File: src/rtl/mul_ctrl_pkg.sv
// Shared definitions for the multiplier-sharing controller: FSM states,
// signedness codes understood by the core, and the default watchdog limit.
package mul_ctrl_pkg;

    typedef enum logic [1:0] {
        S_IDLE   = 2'd0,
        S_LAUNCH = 2'd1,
        S_WAIT   = 2'd2,
        S_RESP   = 2'd3
    } state_t;

    localparam logic [1:0] MUL_SS = 2'b00;
    localparam logic [1:0] MUL_SU = 2'b10;
    localparam logic [1:0] MUL_UU = 2'b11;

    localparam int TIMEOUT_DEFAULT = 64;

endpackage

File: src/rtl/mul_share_ctrl_rr_arb2.sv
// Two-way round-robin arbiter: a lone request always wins, a tie goes to
// the requester that was not granted most recently.
module rr_arb2 (
    input  logic       clk,
    input  logic       rst_n,
    input  logic [1:0] request,
    input  logic       advance,
    output logic [1:0] grant
);

    // Remembers who won last; resetting to 1 hands the first tie to req0.
    logic last;

    always_comb begin
        grant = 2'b00;
        case (request)
            2'b01:   grant = 2'b01;
            2'b10:   grant = 2'b10;
            2'b11:   grant = last ? 2'b01 : 2'b10;
            default: grant = 2'b00;
        endcase
    end

    always_ff @(posedge clk or negedge rst_n) begin
        if (!rst_n) begin
            last <= 1'b1;
        end else if (advance && (grant != 2'b00)) begin
            last <= grant[1];
        end
    end

endmodule

File: src/rtl/mul_share_ctrl.sv
// Shares one iterative multiplier core between two requesters: arbitrates,
// launches the core, guards it with a watchdog and returns the product.
module mul_share_ctrl
    import mul_ctrl_pkg::*;
#(
    parameter int TAG_W   = 4,
    parameter int TIMEOUT = TIMEOUT_DEFAULT,
    parameter int CNT_W   = 7
) (
    input  logic             clk,
    input  logic             rst_n,
    input  logic             req0_valid,
    output logic             req0_ready,
    input  logic [31:0]      req0_a,
    input  logic [31:0]      req0_b,
    input  logic [1:0]       req0_sign,
    input  logic [TAG_W-1:0] req0_tag,
    input  logic             req1_valid,
    output logic             req1_ready,
    input  logic [31:0]      req1_a,
    input  logic [31:0]      req1_b,
    input  logic [1:0]       req1_sign,
    input  logic [TAG_W-1:0] req1_tag,
    output logic [31:0]      mul_a,
    output logic [31:0]      mul_b,
    output logic [1:0]       mul_sign,
    output logic             mul_start,
    input  logic             mul_done,
    input  logic [31:0]      mul_lo,
    input  logic [31:0]      mul_hi,
    output logic             rsp_valid,
    input  logic             rsp_ready,
    output logic             rsp_id,
    output logic [TAG_W-1:0] rsp_tag,
    output logic [31:0]      rsp_lo,
    output logic [31:0]      rsp_hi,
    output logic             rsp_err
);

    localparam logic [CNT_W-1:0] WDOG_LAST = CNT_W'(TIMEOUT - 1);

    state_t           state;
    logic [CNT_W-1:0] wdog;
    logic [1:0]       grant;
    logic             idle;

    assign idle = (state == S_IDLE);

    rr_arb2 u_arb (
        .clk     (clk),
        .rst_n   (rst_n),
        .request ({req1_valid, req0_valid}),
        .advance (idle),
        .grant   (grant)
    );

    // Readys are held low while reset is asserted so every output reads 0.
    assign req0_ready = rst_n && idle && grant[0];
    assign req1_ready = rst_n && idle && grant[1];
    assign mul_start  = (state == S_LAUNCH);
    assign rsp_valid  = (state == S_RESP);

    always_ff @(posedge clk or negedge rst_n) begin
        if (!rst_n) begin
            state    <= S_IDLE;
            wdog     <= '0;
            mul_a    <= '0;
            mul_b    <= '0;
            mul_sign <= '0;
            rsp_id   <= 1'b0;
            rsp_tag  <= '0;
            rsp_lo   <= '0;
            rsp_hi   <= '0;
            rsp_err  <= 1'b0;
        end else begin
            case (state)
                S_IDLE: begin
                    if (grant != 2'b00) begin
                        mul_a    <= grant[1] ? req1_a    : req0_a;
                        mul_b    <= grant[1] ? req1_b    : req0_b;
                        mul_sign <= grant[1] ? req1_sign : req0_sign;
                        rsp_tag  <= grant[1] ? req1_tag  : req0_tag;
                        rsp_id   <= grant[1];
                        state    <= S_LAUNCH;
                    end
                end
                S_LAUNCH: begin
                    wdog  <= '0;
                    state <= S_WAIT;
                end
                S_WAIT: begin
                    wdog <= wdog + 1'b1;
                    // A completion in the expiry cycle still counts as success.
                    if (mul_done) begin
                        rsp_lo  <= mul_lo;
                        rsp_hi  <= mul_hi;
                        rsp_err <= 1'b0;
                        state   <= S_RESP;
                    end else if (wdog == WDOG_LAST) begin
                        rsp_lo  <= '0;
                        rsp_hi  <= '0;
                        rsp_err <= 1'b1;
                        state   <= S_RESP;
                    end
                end
                S_RESP: begin
                    if (rsp_ready) begin
                        state <= S_IDLE;
                    end
                end
                default: state <= S_IDLE;
            endcase
        end
    end

endmodule

File: config.mk
export PLATFORM = sky130hd
export DESIGN_NAME = mul_share_ctrl
export DESIGN_NICKNAME = d
export VERILOG_FILES = /design/src/rtl/mul_ctrl_pkg.sv /design/src/rtl/mul_share_ctrl_rr_arb2.sv /design/src/rtl/mul_share_ctrl.sv
export SDC_FILE = /design/constraint.sdc
export NUM_CORES = 1
export LEC_CHECK = 0
export CAP_MARGIN = 20
export CORE_AREA = 4 4 148 150
export CTS_CLUSTER_SIZE = 8
export DETAILED_ROUTE_END_ITERATION = 6
export DIE_AREA = 0 0 152 154
export DONT_BUFFER_PORTS = 1
export GPL_TIMING_DRIVEN = 0
export PLACE_DENSITY_LB_ADDON = 0.25
export REMOVE_ABC_BUFFERS = 1
export SKIP_LAST_GASP = 1
export SLEW_MARGIN = 25
export SYNTH_ARGS = -nofsm -noshare
export SYNTH_HDL_FRONTEND = slang
export SYNTH_SLANG_ARGS = --single-unit
File: constraint.sdc
create_clock -name clk -period 1.8 [get_ports clk]
set_clock_uncertainty 0.15 [all_clocks]
set_input_delay 0.27 -clock clk [delete_from_list [all_inputs] [get_ports clk]]
set_output_delay 0.27 -clock clk [all_outputs]
set_load 0.01 [all_outputs]
==> results of run 1 <==
[metrics by stage]
step                hold slack (ns)  utilization, %  instances
detailed placement          -0.1713           34.86        898
floorplan                   -0.1756               -        613
global placement            -0.1717           33.61        888
[kinds of logic after synthesis]
family | after synthesis | share of synthesized area, %
mux | 72 | 10.44
fa+ha+maj | 6 | 1.088
simple gates | 162 | 11.91
xor+xnor | 1 | 0.1269
flops | 146 | 52.95
buf+inv | 60 | 4.622
compound gates | 219 | 18.87
[synthesized netlist by cell type, drive strengths merged]
master,n
o21ai,138
or3b,1
nand2b,65
or3,2
o2bb2ai,1
a21boi,2
o311ai,1
dfrtp,145
nor2,4
a21o,1
a22oi,64
nand4,1
nand2,76
dfstp,1
a2111o,1
and2,1
xor2,1
nor3,1
clkbuf,23
mux2i,72
and3b,1
a22o,2
nor2b,2
o211ai,2
nand3,5
inv,7
ha,6
buf,30
a21oi,4
a311oi,1
a31oi,2
and3,3
==> flow_summary.toml, run 1 <==
[clocking]
ctsHtreeMaxLevel = 4
clock-sinks = 146
post_cts.repair.setup_buffers = 14
clk_path_buf_depth = 2
root_buffer = "clkbuf_16"
cts_hold_buf = 190
cts_made_buffers = 17
cts_resized = 14

[synthesis]
ys_ff_latch = 146
syn_area_per_cell_sq_um = 10.36
synthDominantCellAreaShare_pct = 52.56
synth_area_leaders = "dfrtp_1 (53%), mux2i_1 (10%), a22oi_1 (7.0%), nand2b_1 (5.9%), o21ai_1 (5.2%)"
synth_cell_types = 37
syn-instance-count = 666
yosysSeqAreaShare_pct = 52.95
netlist_area_sq_um = 6903
yosysWarnings = 0
synth_top_area_cell = "dfrtp_1"

[die]
rows = 53
die-width_um = 152
die_h_um = 154
start_util_pct = 33.36
io_pins = 350

[placed_design]
dp_hpwl_mm = 15.16
place_area_sq_um = 7212
port_buffers = 0
place_ws_ns = -0.5963
place.gp.congestion = 0.8071

[outcome]
error_line = "[ERROR RSZ-0060] Max buffer count reached."
outcome = "stopped before the end"
lastStage = "clock tree synthesis"
==> run 2: changes to the inputs <==
Settings changed: CORE_AREA 4 4 148 150 to 4 4 191 193, CTS_CLUSTER_SIZE 8 to default, DIE_AREA 0 0 152 154 to 0 0 195 197, PLACE_DENSITY_LB_ADDON 0.25 to 0.15.
Clock period 1.8 ns to 2.3 ns, I/O delays scaled along.
==> flow_summary.toml, run 2 <==
[pwr]
p_comb_share_pct = 29.6
p_sw_uw = 4510
p_per_area_nw_per_um2 = 1180
p_sw_share_pct = 37.31
leakage_uw = 0.004214
p_seq_share_pct = 43.4
p_clk_share_pct = 26.9
internal_power_uw = 7578
peakVddDrop_mv = 0.7205

[sta]
period_needed_ns = 2.236
rsz0062_at_grt = "yes"
tightest_slew_ns = 0.8148
final_max_slew_viol_count = 0
fmax_mhz = 447.2
period_share_pct = 97.23
relSlewSlack_pct = 45.68
setup_violations = 0
hold_ws_ns = -0.5438
finalHoldViolations = 146

[critical_path]
r2r_cells = 5
r2r_slack_ns = 0.06
crit_path_top_delay_cell = "and2_2"
crit_start = "state[0]"
end_kind = "flip-flop"
cp-start-kind = "flip-flop"
critical_path.max_stage_delay_ns = 0.74
reg2reg_from = "state[0]"
critical_path_class = "flip-flop to flip-flop"
timing.rr.end = "rsp_hi[27]"
crit_required_ns = 2.49
cp_cell_sequence = "inv_1 > ha_2 > and2_2 > a22oi_1 > o21ai_0"
path_max_fanout = 32
arrival_ns = 2.43

[layout]
final_nets = 1067
layout_common_cells = "dlygate4sd3_1 (204), dfrtp_1 (145), nand2_1 (76)"
area_delta_synth_final_pct = 48.38
mostFrequentLayoutCell = "dlygate4sd3_1"
final_core_util_pct = 29.65
layout-drive-gt1-share_pct = 6.257

[synthesis]
syn_area_per_cell_sq_um = 10.36
yosysWarnings = 0
netlist_area_sq_um = 6903
yosysMostFrequentCell = "dfrtp_1"
synth_area_leaders = "dfrtp_1 (53%), mux2i_1 (10%), a22oi_1 (7.0%), nand2b_1 (5.9%), o21ai_1 (5.2%)"
yosysSeqAreaShare_pct = 52.95
ys_top_cells_by_count = "dfrtp_1 (145), nand2_1 (76), mux2i_1 (72), o21ai_1 (72), o21ai_0 (66)"
ys_ff_latch = 146
syn-instance-count = 666
synth-edff-count = 0
async_flop_share_pct = 100.0
synth-main-ff-cell = "dfrtp_1"
synthDominantCellAreaShare_pct = 52.56
synth_cell_types = 37
synth_top_area_cell = "dfrtp_1"

[die]
rows = 68
dieArea_sq_um = 38420
core_area_sq_um = 34540
die-width_um = 195
start_util_pct = 19.98
die_h_um = 197
io_pins = 350

[grt]
antenna_found_initial = 3
grt-busiest-layer = "met2"
grt_overflow_total = 0
grt_usage_pct = 11.72
grt_util_met3_pct = 5.641
grt_pass1_wl_mm = 35.63
grt_max_degree = 149
use_met1_pct = 13.01
grt_use_met2_pct = 19.90
grt_pass1_vias = 6305

[clocking]
cts_hold_buf = 205
ctsHtreeMaxLevel = 4
cts_tree = "done"
clock-sinks = 146
clk_latency_ns = 0.43
root_buffer = "clkbuf_16"
cts_made_buffers = 17
path_clk_slew_ns = 0.06
clk_path_buf_depth = 2

[outcome]
outcome = "complete, but fails checks"
violations = "negative hold slack"

[route]
final_antenna_net_count = 0
wl_per_cell_um = 18.01
via_per_inst = 4.466
vias = 5890
routed_wl_mm = 23.76
dr.pass1.iters = 4
drcViolationCount = 0
drt_iter0_drc = 155

[placed_design]
port_buffers = 0
dp_hpwl_mm = 15.18
place.gp.congestion = 0.7431

[flow_run]
maxCapViolCount = 0

[worst_hold_path]
min_path_type = "input port to asynchronous set/reset pin"
run 2: worst max-delay path: cells and delay by family, from the launching register on:
kind            cells  cell delay [ns]
buf+inv             1             0.16
compound gates      2             0.29
simple gates        1             0.74
flops               1             0.40
fa+ha+maj           1             0.38
run 2: cell families (layout without fill, tap and decap cells):
family	after synthesis	count (layout)	synth area share, %
flip-flops	146	146	52.95
XOR/XNOR	1	1	0.1269
buffers and inverters	60	256	4.622
AO/OA/AOI/OAI	219	219	18.87
other	0	1	0
adder cells (fa/ha/maj)	6	6	1.088
multiplexers	72	72	10.44
AND/OR/NAND/NOR	162	163	11.91
run 2: worst max-delay path by stage:
stage	endpoint	depth (start not counted)
CTS	wdog[6]	5
floorplan	req1_ready	2
global route	rsp_lo[20]	5
global placement	mul_b[19]	3
finish	rsp_hi[27]	5
detailed placement	mul_b[19]	7
run 2: repair_timing:
item | in CTS | in global routing
endpoints found under the hold margin | 282 | 146
pin swaps | 0 | 2
endpoints found under the setup margin | 3 | 92
buffers inserted | 0 | 2
gates cloned | 0 | 1
resized for setup | 1 | 1
run 2: metal layers:
metal | up-vias | routed length (um)
li1 | 2729 | -
met1 | 2798 | 9223
met2 | 332 | 11470
met3 | 29 | 2626
met4 | 2 | 420
met5 | - | 13
run 2: cell type report:
| class | instances | area [sq um] |
|---|---|---|
| fillers | 3509 | 24300 |
| repair buffers | 218 | 2335 |
| inverters | 7 | 28.78 |
| diodes | 1 | 2.502 |
| clock inverters | 9 | 200.2 |
| multi-input cells | 461 | 2968 |
| clock buffers | 22 | 484.2 |
| flip-flops and latches | 146 | 3655 |
| well taps | 455 | 569.3 |
run 2: per-stage QoR:
stage	instances	setup WS (ns)	setup TNS, ns	total power, uW	cell area, sq um
floorplan	613	-3.939	-289.05	7289	6610
global placement	1068	-5.762	-433.03	8098	7179
detailed placement	1079	-0.09775	-0.1457	8471	7465
CTS	1315	-0.03290	-0.05293	12180	10210
global route	1319	-0.08358	-2.251	12950	10240
finish	1319	0.06369	0	12090	10240
run 2: power by group through the flow:
stage	combinational (uW)	sequential [uW]	clock (uW)
2_1_floorplan	2430	4860	0
3_3_place_gp	2760	5330	0
3_5_place_dp	3180	5290	0
4_1_cts	3540	5280	3370
5_1_grt	4070	5420	3460
6_report	3580	5250	3260
No activity file was read; power rests on OpenSTA's default activity.
==> run 3: changes to the inputs <==
Settings changed: ABC_AREA from default to 1, CORE_AREA 4 4 191 193 to 4 4 184 186, DIE_AREA 0 0 195 197 to 0 0 188 190.
==> flow_summary.toml, run 3 <==
[outcome]
outcome = "complete, but fails checks"
violations = "negative hold slack"

[pwr]
peakVddDrop_mv = 0.6288
leakage_uw = 0.004313
p_per_area_nw_per_um2 = 1210
finalPower_uw = 11750
p_seq_share_pct = 46.2
p_clk_share_pct = 25.7
p_sw_share_pct = 39.41
internal_power_uw = 7118
p_comb_share_pct = 28.1
p_sw_uw = 4630

[synthesis]
synth_compound_area_share_pct = 7.891
ys_top_cells_by_count = "nand2_1 (264), dfrtp_1 (145), nor2_1 (77)"
synth_adder_area_share_pct = 1.175
async_flop_share_pct = 100.0
synth-simple-area-share_pct = 28.74
syn_area_per_cell_sq_um = 8.612
synth_top_family_by_area = "simple AND/OR/NAND/NOR gates"
syn-instance-count = 742
synth_area_leaders = "dfrtp_1 (57%), nand2_1 (16%), a31oi_1 (6.9%), nand3_1 (6.0%), nor2_1 (4.5%)"
yosysSeqAreaShare_pct = 57.20
synthMuxAreaShare_pct = 0
synth-edff-count = 0
synthDominantCellAreaShare_pct = 56.78
synth-main-ff-cell = "dfrtp_1"
yosysWarnings = 0
synth_top_area_cell = "dfrtp_1"
ys_ff_latch = 146
synth_xor_area_share_pct = 0
yosysMostFrequentCell = "nand2_1"
netlist_area_sq_um = 6390
synth_cell_types = 25

[sta]
hold_ws_ns = -0.5425
final_max_slew_viol_count = 0
period_share_pct = 95.30
fmax_mhz = 456.2
finalHoldViolations = 146
tightest_slew_ns = 0.4308
rsz0062_at_grt = "no"
relSlewSlack_pct = 71.28
period_needed_ns = 2.192
setup_violations = 0

[critical_path]
critical_path.max_stage_delay_ns = 0.58
reg2reg_from = "u_arb.last"
r2r_cells = 6
r2r_slack_ns = 0.11
end_kind = "flip-flop"
cp_top_family = "buffers and inverters"
cp-start-kind = "flip-flop"
crit_required_ns = 2.53
cp_cell_sequence = "nand2_8 > nand2_8 > buf_16 > nand2_1 > a31oi_1 > dlygate4sd3_1"
crit_path_top_delay_cell = "dfstp_2"
critical_path_class = "flip-flop to flip-flop"
arrival_ns = 2.42
timing.rr.end = "mul_a[11]"
critPathMostFrequentCell = "nand2_8"
critPathBufInv = 2
path_max_fanout = 31

[clocking]
cts_made_buffers = 17
clk_path_buf_depth = 2
post_cts.repair.setup_buffers = 0
clk_latency_ns = 0.43
clock-sinks = 146
path_clk_slew_ns = 0.07
ctsHtreeMaxLevel = 4
cts_tree = "done"
root_buffer = "clkbuf_16"

[layout]
layout.cells.non_filler = 1387
layout_common_cells = "nand2_1 (262), dlygate4sd3_1 (213), dfrtp_1 (145)"
design_area_sq_um = 9709
regArea_sq_um = 3655
area_delta_synth_final_pct = 51.95
mostFrequentLayoutCell = "nand2_1"
layout-drive-gt1-share_pct = 7.521
multi_input_area_sq_um = 2467
final_core_util_pct = 30.07
final_nets = 1147
fill_cells = 3304

[die]
dieArea_sq_um = 35720
die_h_um = 190
rows = 66
io_pins = 350
start_util_pct = 19.79
die-width_um = 188
core_area_sq_um = 32290

[route]
via_per_inst = 4.324
dr.pass1.iters = 4
vias = 5998
drt_iter0_drc = 186
drcViolationCount = 0
wl_per_cell_um = 17.23
routed_wl_mm = 23.90
final_antenna_net_count = 0

[grt]
grt_overflow_total = 0
grt_pass1_vias = 6357
grt_max_degree = 148
antenna_found_initial = 1
grt_pass1_wl_mm = 35.65
grt_usage_pct = 12.70

[flow_run]
maxCapViolCount = 0

[worst_hold_path]
min_path_type = "input port to asynchronous set/reset pin"

[placed_design]
port_buffers = 0
dp_hpwl_mm = 14.80
place.gp.congestion = 0.7160
place_area_sq_um = 6815
dp_cells = 1137
-- run 3: cell types whose count changed in the layout (fill, tap and decap cells not counted), sizes merged, moves of 3 or more --
cell         before  now
nand2            76  285
o21ai           138    2
nor2              4   78
mux2i            72    0
nand3             5   76
a31oi             2   70
nand2b           65    0
a22oi            64    1
dlygate4sd3     204  213
buf              14    6
clkinv            1    5
a21oi             4    7
inv               7   10
-- run 3: area by class of cell --
type                    instances  area share (%)
diodes                          1         0.02577
clock buffers                  22           4.884
clock inverters                10           1.598
inverters                      11          0.5928
multi-input cells             533           25.41
flip-flops and latches        146           37.64
well taps                     442           5.696
repair buffers                221           24.10
repair inverters                1         0.05155
-- run 3: cells by family (layout without fill, tap and decap cells) --
family                     after synthesis  in the layout
adders and majority gates                6              6
other                                    0              1
buffers and inverters                   63            265
AOI/OAI and AO/OA                       82             82
and+or+nand+nor                        445            445
DFF                                    146            146
-- run 3: through the flow --
step	hold slack [ns]	setup TNS, ns	setup WS, ns
CTS	-0.5915	0	0.02089
floorplan	-0.1006	-81.38	-1.161
global route	-0.5849	0	0.01768
global placement	-0.09699	-309.86	-3.908
detailed placement	-0.09678	0	0.1913
finish	-0.5425	0	0.1082
-- run 3: worst max-delay path by stage --
stage,cells after the start,to,slack (ns),from
2_1_floorplan,4,mul_a[0],-1.16,u_arb.last
3_3_place_gp,4,mul_b[16],-3.91,u_arb.last
3_5_place_dp,7,mul_a[3],0.19,state[0]
4_1_cts,6,mul_b[14],0.02,u_arb.last
5_1_grt,6,mul_a[7],0.02,u_arb.last
6_report,6,mul_a[11],0.11,u_arb.last
-- run 3: layer usage --
layer	up-vias	part of all wire, %	GRT usage [%]
li1	2817	-	-
met3	32	9.8	5.193
met5	-	0	0
met4	0	2.3	5.364
met1	2822	42	14.52
met2	327	46	21.07
-- run 3: power groups by stage --
stage                     clock [uW]  combinational, uW  sequential [uW]
after floorplan                    0               2090             5010
after global placement             0               2670             5550
after detailed placement           0               2790             5490
after CTS                       3150               3180             5480
after global routing            3250               3760             5590
final                           3020               3300             5430
-- run 3: repair_timing --
item | in CTS | in global routing
endpoints found under the setup margin | 1 | 13
cloned | 0 | 3
hold endpoints to repair | 282 | 147
hold buffers | 213 | 1
gates resized for setup | 2 | 7
